`src/rtl/reorder_buffer_if.sv`:
```
// Rename/execute/retire bundle for the reorder buffer.
// master = rename + execution side, slave = reorder buffer.
interface reorder_buffer_if #(
   parameter int TAG_W = 4
);
   logic             alloc_valid;
   logic [4:0]       alloc_arch_rd;
   logic [5:0]       alloc_phys_rd;
   logic [5:0]       alloc_old_phys;
   logic             alloc_ready;
   logic [TAG_W-1:0] alloc_tag;
   logic             complete_valid;
   logic [TAG_W-1:0] complete_tag;
   logic             retire_valid;
   logic [5:0]       retire_phys_reg;
   logic [4:0]       retire_arch_rd;
   logic [5:0]       retire_phys_rd;
   logic             full;
   logic             empty;
   logic [TAG_W:0]   count;

   modport master (
      output alloc_valid, alloc_arch_rd, alloc_phys_rd, alloc_old_phys,
      output complete_valid, complete_tag,
      input  alloc_ready, alloc_tag, retire_valid, retire_phys_reg,
      input  retire_arch_rd, retire_phys_rd, full, empty, count
   );

   modport slave (
      input  alloc_valid, alloc_arch_rd, alloc_phys_rd, alloc_old_phys,
      input  complete_valid, complete_tag,
      output alloc_ready, alloc_tag, retire_valid, retire_phys_reg,
      output retire_arch_rd, retire_phys_rd, full, empty, count
   );
endinterface

```
`src/rtl/reorder_buffer.sv`:
```
// In-order retirement buffer; frees superseded physical regs on retire.
// Option: ROB_COMPLETE_BYPASS_EN lets a head completion retire on its own edge.
module reorder_buffer #(
   parameter int DEPTH = 16,
   parameter int TAG_W = 4
) (
   input logic             clk,
   input logic             reset_n,
   reorder_buffer_if.slave rob
);
   localparam logic [TAG_W:0] FULL_CNT = (TAG_W+1)'(DEPTH);

   logic [DEPTH-1:0] valid;
   logic [DEPTH-1:0] done;
   logic [4:0]       arch_q [DEPTH];
   logic [5:0]       phys_q [DEPTH];
   logic [5:0]       old_q  [DEPTH];
   logic [TAG_W-1:0] head;
   logic [TAG_W-1:0] tail;
   logic [TAG_W:0]   count;
   logic             full;
   logic             alloc_fire;
   logic             complete_fire;
   logic             retire_fire;

   assign full          = (count == FULL_CNT);
   assign alloc_fire    = rob.alloc_valid && !full;
   assign complete_fire = rob.complete_valid && valid[rob.complete_tag];

`ifdef ROB_COMPLETE_BYPASS_EN
   assign retire_fire = valid[head] &&
      (done[head] || (complete_fire && rob.complete_tag == head));
`else
   assign retire_fire = valid[head] && done[head];
`endif

   assign rob.full        = full;
   assign rob.empty       = (count == '0);
   assign rob.alloc_ready = !full;
   assign rob.alloc_tag   = tail;
   assign rob.count       = count;

   always_ff @(posedge clk) begin
      if (alloc_fire) begin
         arch_q[tail] <= rob.alloc_arch_rd;
         phys_q[tail] <= rob.alloc_phys_rd;
         old_q[tail]  <= rob.alloc_old_phys;
      end
   end

   // Later writes win: a retiring head drops any same-edge completion.
   always_ff @(posedge clk or negedge reset_n) begin
      if (!reset_n) begin
         valid               <= '0;
         done                <= '0;
         head                <= '0;
         tail                <= '0;
         count               <= '0;
         rob.retire_valid    <= 1'b0;
         rob.retire_phys_reg <= '0;
         rob.retire_arch_rd  <= '0;
         rob.retire_phys_rd  <= '0;
      end else begin
         if (complete_fire)
            done[rob.complete_tag] <= 1'b1;
         if (retire_fire) begin
            valid[head] <= 1'b0;
            done[head]  <= 1'b0;
            head        <= head + 1'b1;
         end
         if (alloc_fire) begin
            valid[tail] <= 1'b1;
            done[tail]  <= 1'b0;
            tail        <= tail + 1'b1;
         end
         unique case ({alloc_fire, retire_fire})
            2'b10:   count <= count + 1'b1;
            2'b01:   count <= count - 1'b1;
            default: count <= count;
         endcase
         rob.retire_valid <= retire_fire;
         if (retire_fire) begin
            rob.retire_phys_reg <= old_q[head];
            rob.retire_arch_rd  <= arch_q[head];
            rob.retire_phys_rd  <= phys_q[head];
         end
      end
   end
endmodule
```
`src/flat_wrapper.sv`:
```
// flat-port wrapper written by rule: the top's interface ports become plain ports
module reorder_buffer_flat 
#(
   parameter int DEPTH = 16,
   parameter int TAG_W = 4
)
  (clk, reset_n, rob_alloc_valid, rob_alloc_arch_rd, rob_alloc_phys_rd, rob_alloc_old_phys, rob_complete_valid, rob_complete_tag, rob_alloc_ready, rob_alloc_tag, rob_retire_valid, rob_retire_phys_reg, rob_retire_arch_rd, rob_retire_phys_rd, rob_full, rob_empty, rob_count);
  reorder_buffer_if #(.TAG_W(TAG_W)) rob_i ();
  input logic clk;
  input logic reset_n;
  input wire logic [$bits(rob_i.alloc_valid)-1:0] rob_alloc_valid;
  input wire logic [$bits(rob_i.alloc_arch_rd)-1:0] rob_alloc_arch_rd;
  input wire logic [$bits(rob_i.alloc_phys_rd)-1:0] rob_alloc_phys_rd;
  input wire logic [$bits(rob_i.alloc_old_phys)-1:0] rob_alloc_old_phys;
  input wire logic [$bits(rob_i.complete_valid)-1:0] rob_complete_valid;
  input wire logic [$bits(rob_i.complete_tag)-1:0] rob_complete_tag;
  output wire logic [$bits(rob_i.alloc_ready)-1:0] rob_alloc_ready;
  output wire logic [$bits(rob_i.alloc_tag)-1:0] rob_alloc_tag;
  output wire logic [$bits(rob_i.retire_valid)-1:0] rob_retire_valid;
  output wire logic [$bits(rob_i.retire_phys_reg)-1:0] rob_retire_phys_reg;
  output wire logic [$bits(rob_i.retire_arch_rd)-1:0] rob_retire_arch_rd;
  output wire logic [$bits(rob_i.retire_phys_rd)-1:0] rob_retire_phys_rd;
  output wire logic [$bits(rob_i.full)-1:0] rob_full;
  output wire logic [$bits(rob_i.empty)-1:0] rob_empty;
  output wire logic [$bits(rob_i.count)-1:0] rob_count;
  assign rob_i.alloc_valid = rob_alloc_valid;
  assign rob_i.alloc_arch_rd = rob_alloc_arch_rd;
  assign rob_i.alloc_phys_rd = rob_alloc_phys_rd;
  assign rob_i.alloc_old_phys = rob_alloc_old_phys;
  assign rob_i.complete_valid = rob_complete_valid;
  assign rob_i.complete_tag = rob_complete_tag;
  assign rob_alloc_ready = rob_i.alloc_ready;
  assign rob_alloc_tag = rob_i.alloc_tag;
  assign rob_retire_valid = rob_i.retire_valid;
  assign rob_retire_phys_reg = rob_i.retire_phys_reg;
  assign rob_retire_arch_rd = rob_i.retire_arch_rd;
  assign rob_retire_phys_rd = rob_i.retire_phys_rd;
  assign rob_full = rob_i.full;
  assign rob_empty = rob_i.empty;
  assign rob_count = rob_i.count;
  reorder_buffer #(.DEPTH(DEPTH), .TAG_W(TAG_W)) u_core (.clk(clk), .reset_n(reset_n), .rob(rob_i));
endmodule
```
`config.mk`:
```
export PLATFORM = sky130hd
export DESIGN_NAME = reorder_buffer_flat
export DESIGN_NICKNAME = d
export VERILOG_FILES = /design/src/rtl/reorder_buffer_if.sv /design/src/rtl/reorder_buffer.sv /design/src/flat_wrapper.sv
export SDC_FILE = /design/constraint.sdc
export NUM_CORES = 1
export LEC_CHECK = 0
export ABC_AREA = 1
export CORE_UTILIZATION = 50
export DETAILED_ROUTE_END_ITERATION = 6
export GPL_TIMING_DRIVEN = 0
export PLACE_DENSITY_LB_ADDON = 0.15
export SLEW_MARGIN = 10
export SYNTH_ARGS = -nofsm -noshare
export SYNTH_HDL_FRONTEND = slang
export SYNTH_SLANG_ARGS = --single-unit
```
`constraint.sdc`:
```
create_clock -name clk -period 3.91 [get_ports clk]
set_input_delay 0.391 -clock clk [delete_from_list [all_inputs] [get_ports clk]]
set_output_delay 0.391 -clock clk [all_outputs]
set_load 0.01 [all_outputs]
```
Word-level counts from Yosys, hierarchy flattened
Memories as Yosys holds them, arrays and structs flattened. A register that Yosys moved wholly into a read port is not among the register bits.
Index checks and enable logic that the tools add are counted.
{"block": "totals", "regBits": 46, "n_memories": 3, "out_inout_bits": 30, "ramBits": 272, "input_bits": 25}
{"name": "u_core.old_q", "depth": 16, "word_bits": 6, "read_ports": 1, "rd_ports_with_merged_regs": 1, "write_ports": 1, "line_no": "reorder_buffer.sv:17", "rtl": "logic [5:0] old_q [DEPTH];"}
{"name": "u_core.phys_q", "depth": 16, "word_bits": 6, "read_ports": 1, "rd_ports_with_merged_regs": 1, "write_ports": 1, "line_no": "reorder_buffer.sv:16", "rtl": "logic [5:0] phys_q [DEPTH];"}
{"name": "u_core.arch_q", "depth": 16, "word_bits": 5, "read_ports": 1, "rd_ports_with_merged_regs": 1, "write_ports": 1, "line_no": "reorder_buffer.sv:15", "rtl": "logic [4:0] arch_q [DEPTH];"}
{"block": "classes", "n_mux": 20, "n_lt_le_gt_ge": 6, "n_eq_ne": 3, "bitwise": 7, "n_reduce_logical": 12, "addsub": 4}
{"operator": "2-to-1 mux 16 bit", "n": 5}
{"operator": "bitwise AND 16 bit", "n": 3}
{"operator": "inverter 16 bit", "n": 2}
{"operator": "bitwise OR 16 bit", "n": 2}
{"operator": "less-than comparator 4 x 5 -> 1 bit (second input constant)", "n": 3}
{"operator": "binary-select mux 1 bit (select 4 bit)", "n": 3}
{"operator": "demux 1 bit (select 4 bit)", "n": 3}
{"operator": ">= comparator 4 x 1 -> 1 bit (second input constant)", "n": 3}
{"operator": "case mux 5 bit (2 select lines)", "n": 1}
{"operator": "adder 4 x 1 -> 4 bit (second input constant)", "n": 2}
{"operator": "2-to-1 mux 1 bit", "n": 8}
{"operator": "logical AND 1 bit", "n": 6}
{"operator": "adder 5 x 1 -> 5 bit (second input constant)", "n": 1}
{"operator": "equality test 5 bit (second input constant)", "n": 1}
{"operator": "zero test 5 bit", "n": 1}
{"operator": "subtractor 5 x 1 -> 5 bit (second input constant)", "n": 1}
{"operator": "zero test 1 bit", "n": 4}
{"operator": "equality test 2 x 1 -> 1 bit (second input constant)", "n": 1}
{"operator": "equality test 2 bit (second input constant)", "n": 1}
{"operator": "nonzero test 2 bit", "n": 1}

Depth between registers and ports, before layout
{"block": "logic_depth", "ltp_word": 10, "ltp_mapped": 21}

Least setup slack after synthesis
OpenSTA, ideal clock, no wires.
{"block": "synth_timing", "path_type": "register to register", "start": "reg u_core.head[0]", "end": "reg u_core.count[4], in the netlist u_core.rob.count[4]", "stages_incl_launch_ff": 22, "required_ns": 3.845, "path_buffers": 3, "path_slack_ns": 1.157, "arrival_time_ns": 2.688, "setup_time_ns": 0.065, "synth_period_minus_slack_ns": 2.753, "cell_sequence": "dfrtp_1 buf_6 buf_6 nor2_1 nor2_1 o21ai_1 nand2_1 nand2_1 nand2_1 o21ai_2 inv_2 buf_6 ha_1 xor2_1 ha_1 a21o_1 nand2_1 nand2_1 a21oi_1 xor2_1 nand2_1 nand2_1"}
{"block": "synth_via", "elab_chain_cells": 5, "word_cells_on_any_way": 9, "classes_between": "eq/ne: 2; mux: 5; reduce/logical: 2"}
{"element": "start, declared", "line_no": "reorder_buffer.sv:18", "rtl": "logic [TAG_W-1:0] head;"}
{"element": "start signal, assigned", "line_no": "reorder_buffer.sv:69", "rtl": "head <= head + 1'b1;"}
{"element": "binary-select mux 1 bit (select 4 bit)", "line_no": "reorder_buffer.sv:34", "rtl": "assign retire_fire = valid[head] && done[head];"}
{"element": "2-to-1 mux 1 bit (not written as such)", "line_no": "reorder_buffer.sv:34"}
{"element": "logical AND 1 bit *", "line_no": "reorder_buffer.sv:34"}
{"element": "via u_core.retire_fire", "line_no": "reorder_buffer.sv:24", "rtl": "logic retire_fire;"}
{"element": "equality test 2 x 1 -> 1 bit / equality test 2 bit (equally long branches)", "line_no": "reorder_buffer.sv:76", "rtl": "unique case ({alloc_fire, retire_fire})"}
{"element": "case mux 5 bit (2 select lines) / nonzero test 2 bit (equally long branches)"}
{"element": "end signal, assigned", "line_no": "reorder_buffer.sv:77", "rtl": "2'b10: count <= count + 1'b1;"}
{"element": "end signal, assigned", "line_no": "reorder_buffer.sv:78", "rtl": "2'b01: count <= count - 1'b1;"}
{"element": "end signal, assigned", "line_no": "reorder_buffer.sv:79", "rtl": "default: count <= count;"}
{"element": "end, declared", "line_no": "reorder_buffer.sv:20", "rtl": "logic [TAG_W:0] count;"}
The timed path passes the listed nets; every way through them passes the cells marked *. The select of a mux whose other input is x is not followed.
A chain may end at the register's enable or synchronous reset.

Final worst setup path
{"block": "layout_timing", "start": "reg u_core.head[2]", "end": "reg u_core.count[4], in the netlist u_core.rob.count[4]"}
The elaborated chain is that of the path after synthesis.

==> impl_metrics.py <==
metrics = {
    "detailed_routing": {
        "routed_wire_length_per_instance_um": 21.4,
        "postRouteAntennaNets": 0,
        "detailedRoute.firstIterationViolations": 1016,
        "totalWireLength_um": 39100,
        "viasPerCell": 5.60,
        "first_pass_iters": 5,
        "vias": 10200,
        "drc": 0,
    },
    "worst_setup_path": {
        "path_delay_family": "simple AND/OR/NAND/NOR gates",
        "crit_path_frequent_cell": "sky130_fd_sc_hd__nand2_1",
        "cp_num_buf_inv": 3,
        "sort_of_element_at_the_end_of_the_critical_path": "flip-flop",
        "timing.critical_path.slowest_stage_cell": "sky130_fd_sc_hd__nor2_2",
        "worst_setup_path_class": "reg2reg",
        "worstPathArrival_ps": 3780,
        "max_stage_delay_ps": 570,
        "cp_max_fo": 12,
        "critPathLaunchType": "flip-flop",
        "critical_path.cell_chain": "buf_4, nor2_2, nand2_1, nand4_4, o21ai_2, inv_2, buf_6, ha_1, xor2_1, ha_1, a21o_1, nand2_1, nand2_1, a21oi_1, xor2_1, nand2_1, nand2_1",
        "timing.critical_path.required_ps": 4370,
    },
    "timing": {
        "fin_hold_ws_ps": 287,
        "final.period_utilization": 0.849,
        "finalWorstPathRequiredPeriod_ps": 3320,
        "fin_max_slew_vios": 0,
        "clock.fmax_mhz": 301,
        "worst_clock_skew_ps": 22.4,
        "max_slew.worst_pin.slew_ps": 1100,
        "finalHoldViolCount": 0,
        "slew_headroom": 0.265,
        "tns_ps": 0,
        "final-setup-viol-count": 0,
        "rsz0062_at_grt": "no",
    },
    "global_routing": {
        "grt_first_pass_wirelength_um": 58500,
        "grt_pass1_vias": 9746,
        "grt-ovfl-total": 0,
        "grt_antenna_before_repair": 1,
        "pin_count_of_the_biggest_net_entering_global_routing": 47,
        "grt.total_usage": 0.278,
    },
    "placement": {
        "dp.final_hpwl_um": 24900,
        "port-buffer-count": 52,
        "placed_standard_cell_area_um2": 15300,
        "finalWeightedCongestion": 0.909,
    },
    "floorplan": {
        "dieHeight_um": 171,
        "initial_utilization": 0.510,
        "num_rows": 61,
        "boundaryPins": 55,
        "die_w_um": 171,
        "core-area_um2": 27900,
        "die_area_um2": 29200,
    },
    "power": {
        "powerDensity_nw_per_um2": 786,
        "max-vdd-ir-drop_v": 0.000439,
        "p_total_w": 0.0130,
        "p_leak_nw": 6.44,
    },
    "synth": {
        "synth_most_common_cell": "sky130_fd_sc_hd__nand2_1",
        "synthesis.area_um2": 14300,
        "synthCells": 1328,
        "ys_types": 29,
        "synthesis.area_per_instance_um2": 10.7,
        "synthesis_warning_total": 0,
        "mappedNetlistNets": 1365,
        "postSynthRegisterBits": 335,
        "async_reset_ff_frac": 0.188,
        "synth_enable_flop_cells": 272,
        "yosys-top-cells-count": "sky130_fd_sc_hd__nand2_1, sky130_fd_sc_hd__edfxtp_1, sky130_fd_sc_hd__nor2_1, sky130_fd_sc_hd__o21ai_0, sky130_fd_sc_hd__inv_1",
        "postSynth.topFlopCell": "sky130_fd_sc_hd__edfxtp_1",
        "synth_sequential_area_ratio": 0.684,
        "synth.top_cell.area_share": 0.573,
        "synth_largest_area_cell": "sky130_fd_sc_hd__edfxtp_1",
        "post_synth_main_area_contributors": "sky130_fd_sc_hd__edfxtp_1, sky130_fd_sc_hd__dfrtp_1, sky130_fd_sc_hd__nand2_1, sky130_fd_sc_hd__nor2_1, sky130_fd_sc_hd__o21ai_0",
    },
    "clock_tree": {
        "cts_max_level": 2,
        "clkLatencyLatePin_ps": 540,
        "cts_inserted_buffers": 35,
        "clkSlewWorstSetupHoldPaths_ps": 60,
        "cts_buffer_depth": 3,
        "post_cts.repair.setup_buffers": 0,
        "post_cts_resize_count": 0,
        "tritoncts_clock_tree": "yes",
        "clock_sink_count": 335,
        "cts.hold.buffers_added": 1,
        "clock_tree.root_cell": "sky130_fd_sc_hd__clkbuf_16",
    },
    "cells_and_area": {
        "drive_above_1_share": 0.0734,
        "layout.area.seq_um2": 9740,
        "layout_top_registers": "u_core.old_q (96), u_core.phys_q (96), u_core.arch_q (80)",
        "nets": 1456,
        "syn_to_final_growth_pct": 15.7,
        "num-fill-cells": 2327,
        "final_cell_area_um2": 16500,
        "insertedDiodeCount": 0,
        "multiInputGateArea_um2": 3830,
        "final_core_util": 0.590,
    },
    "flow_run": {
        "number_of_max_cap_violations": 0,
    },
    "status": {
        "run_status": "complete, no violations",
    },
    "worst_hold_path": {
        "holdCritPathClass": "in2async",
    },
}
## area by class of cell
class	count	share of cell area
sequential	335	0.591
inverter	79	0.0180
multi-input combinational	846	0.232
buffer	68	0.0233
clock buffer	40	0.0567
tap	378	0.0287
timing repair buffer	54	0.0337
clock inverter	23	0.0168
## per-layer routing
metal / routed length (µm) / up-vias / GRT usage
met5: 0 / - / 0
met4: 1240 / 0 / 0.102
met3: 3000 / 75 / 0.0430
met2: 18400 / 452 / 0.450
met1: 16400 / 4976 / 0.380
li1: - / 4714 / -
## where the power goes
part	internal (W)	leakage, nW	switching (W)
Combinational	0.00153	2.65	0.00323
Clock	0.00212	0.594	0.00141
Sequential	0.00444	3.20	0.000247
## worst paths after layout
kind                                              start                       endpoint  slack (ps)  depth (start not counted)
min in group clk                     rob_complete_valid                 u_core.done[0]         310                          5
min                                             reset_n   u_core.rob.retire_arch_rd[2]         290                          2
max reg2reg                              u_core.head[2]            u_core.rob.count[4]         590                         17
max in group asynchronous                       reset_n  u_core.rob.retire_phys_reg[1]        3060                          3
max                                      u_core.head[2]            u_core.rob.count[4]         590                         17
min reg2reg                u_core.rob.retire_arch_rd[0]   u_core.rob.retire_arch_rd[0]         480                          2
## metrics by stage
step,worst slack [ps],instances
floorplan,1160,1328
global route,372,1823
global placement,-14.3,1758
detailed placement,636,1759
finish,589,1823
CTS,584,1823
## logic make-up after synthesis
logic type / count (synthesis) / share of synthesized area
simple gates: 599 / 0.168
xor+xnor: 12 / 0.00737
flops: 335 / 0.684
compound gates: 223 / 0.0823
buf+inv: 147 / 0.0478
fa+ha+maj: 12 / 0.0105
## layout by cell type, fill, tap and decap left out, types with 5 or more instances in the layout
cell type / synthesis / routed
sky130_fd_sc_hd__nand2_1: 299 / 299
sky130_fd_sc_hd__edfxtp_1: 272 / 272
sky130_fd_sc_hd__nor2_1: 225 / 225
sky130_fd_sc_hd__o21ai_0: 155 / 155
sky130_fd_sc_hd__inv_1: 64 / 64
sky130_fd_sc_hd__dfrtp_1: 63 / 63
sky130_fd_sc_hd__nand3_1: 51 / 51
sky130_fd_sc_hd__clkdlybuf4s50_1: 0 / 51
sky130_fd_sc_hd__o22ai_1: 40 / 40
sky130_fd_sc_hd__clkbuf_16: 0 / 36
sky130_fd_sc_hd__clkbuf_1: 31 / 33
sky130_fd_sc_hd__o21ai_1: 24 / 24
sky130_fd_sc_hd__nand4_1: 17 / 17
sky130_fd_sc_hd__buf_2: 16 / 16
sky130_fd_sc_hd__clkinv_1: 9 / 15
sky130_fd_sc_hd__ha_1: 12 / 12
sky130_fd_sc_hd__buf_6: 10 / 10
sky130_fd_sc_hd__buf_4: 9 / 10
sky130_fd_sc_hd__xor2_1: 7 / 7
sky130_fd_sc_hd__clkinv_2: 0 / 7
sky130_fd_sc_hd__inv_2: 6 / 6
sky130_fd_sc_hd__bufinv_16: 0 / 6
sky130_fd_sc_hd__xnor2_1: 5 / 5
Power figures use the tool's default switching activity.
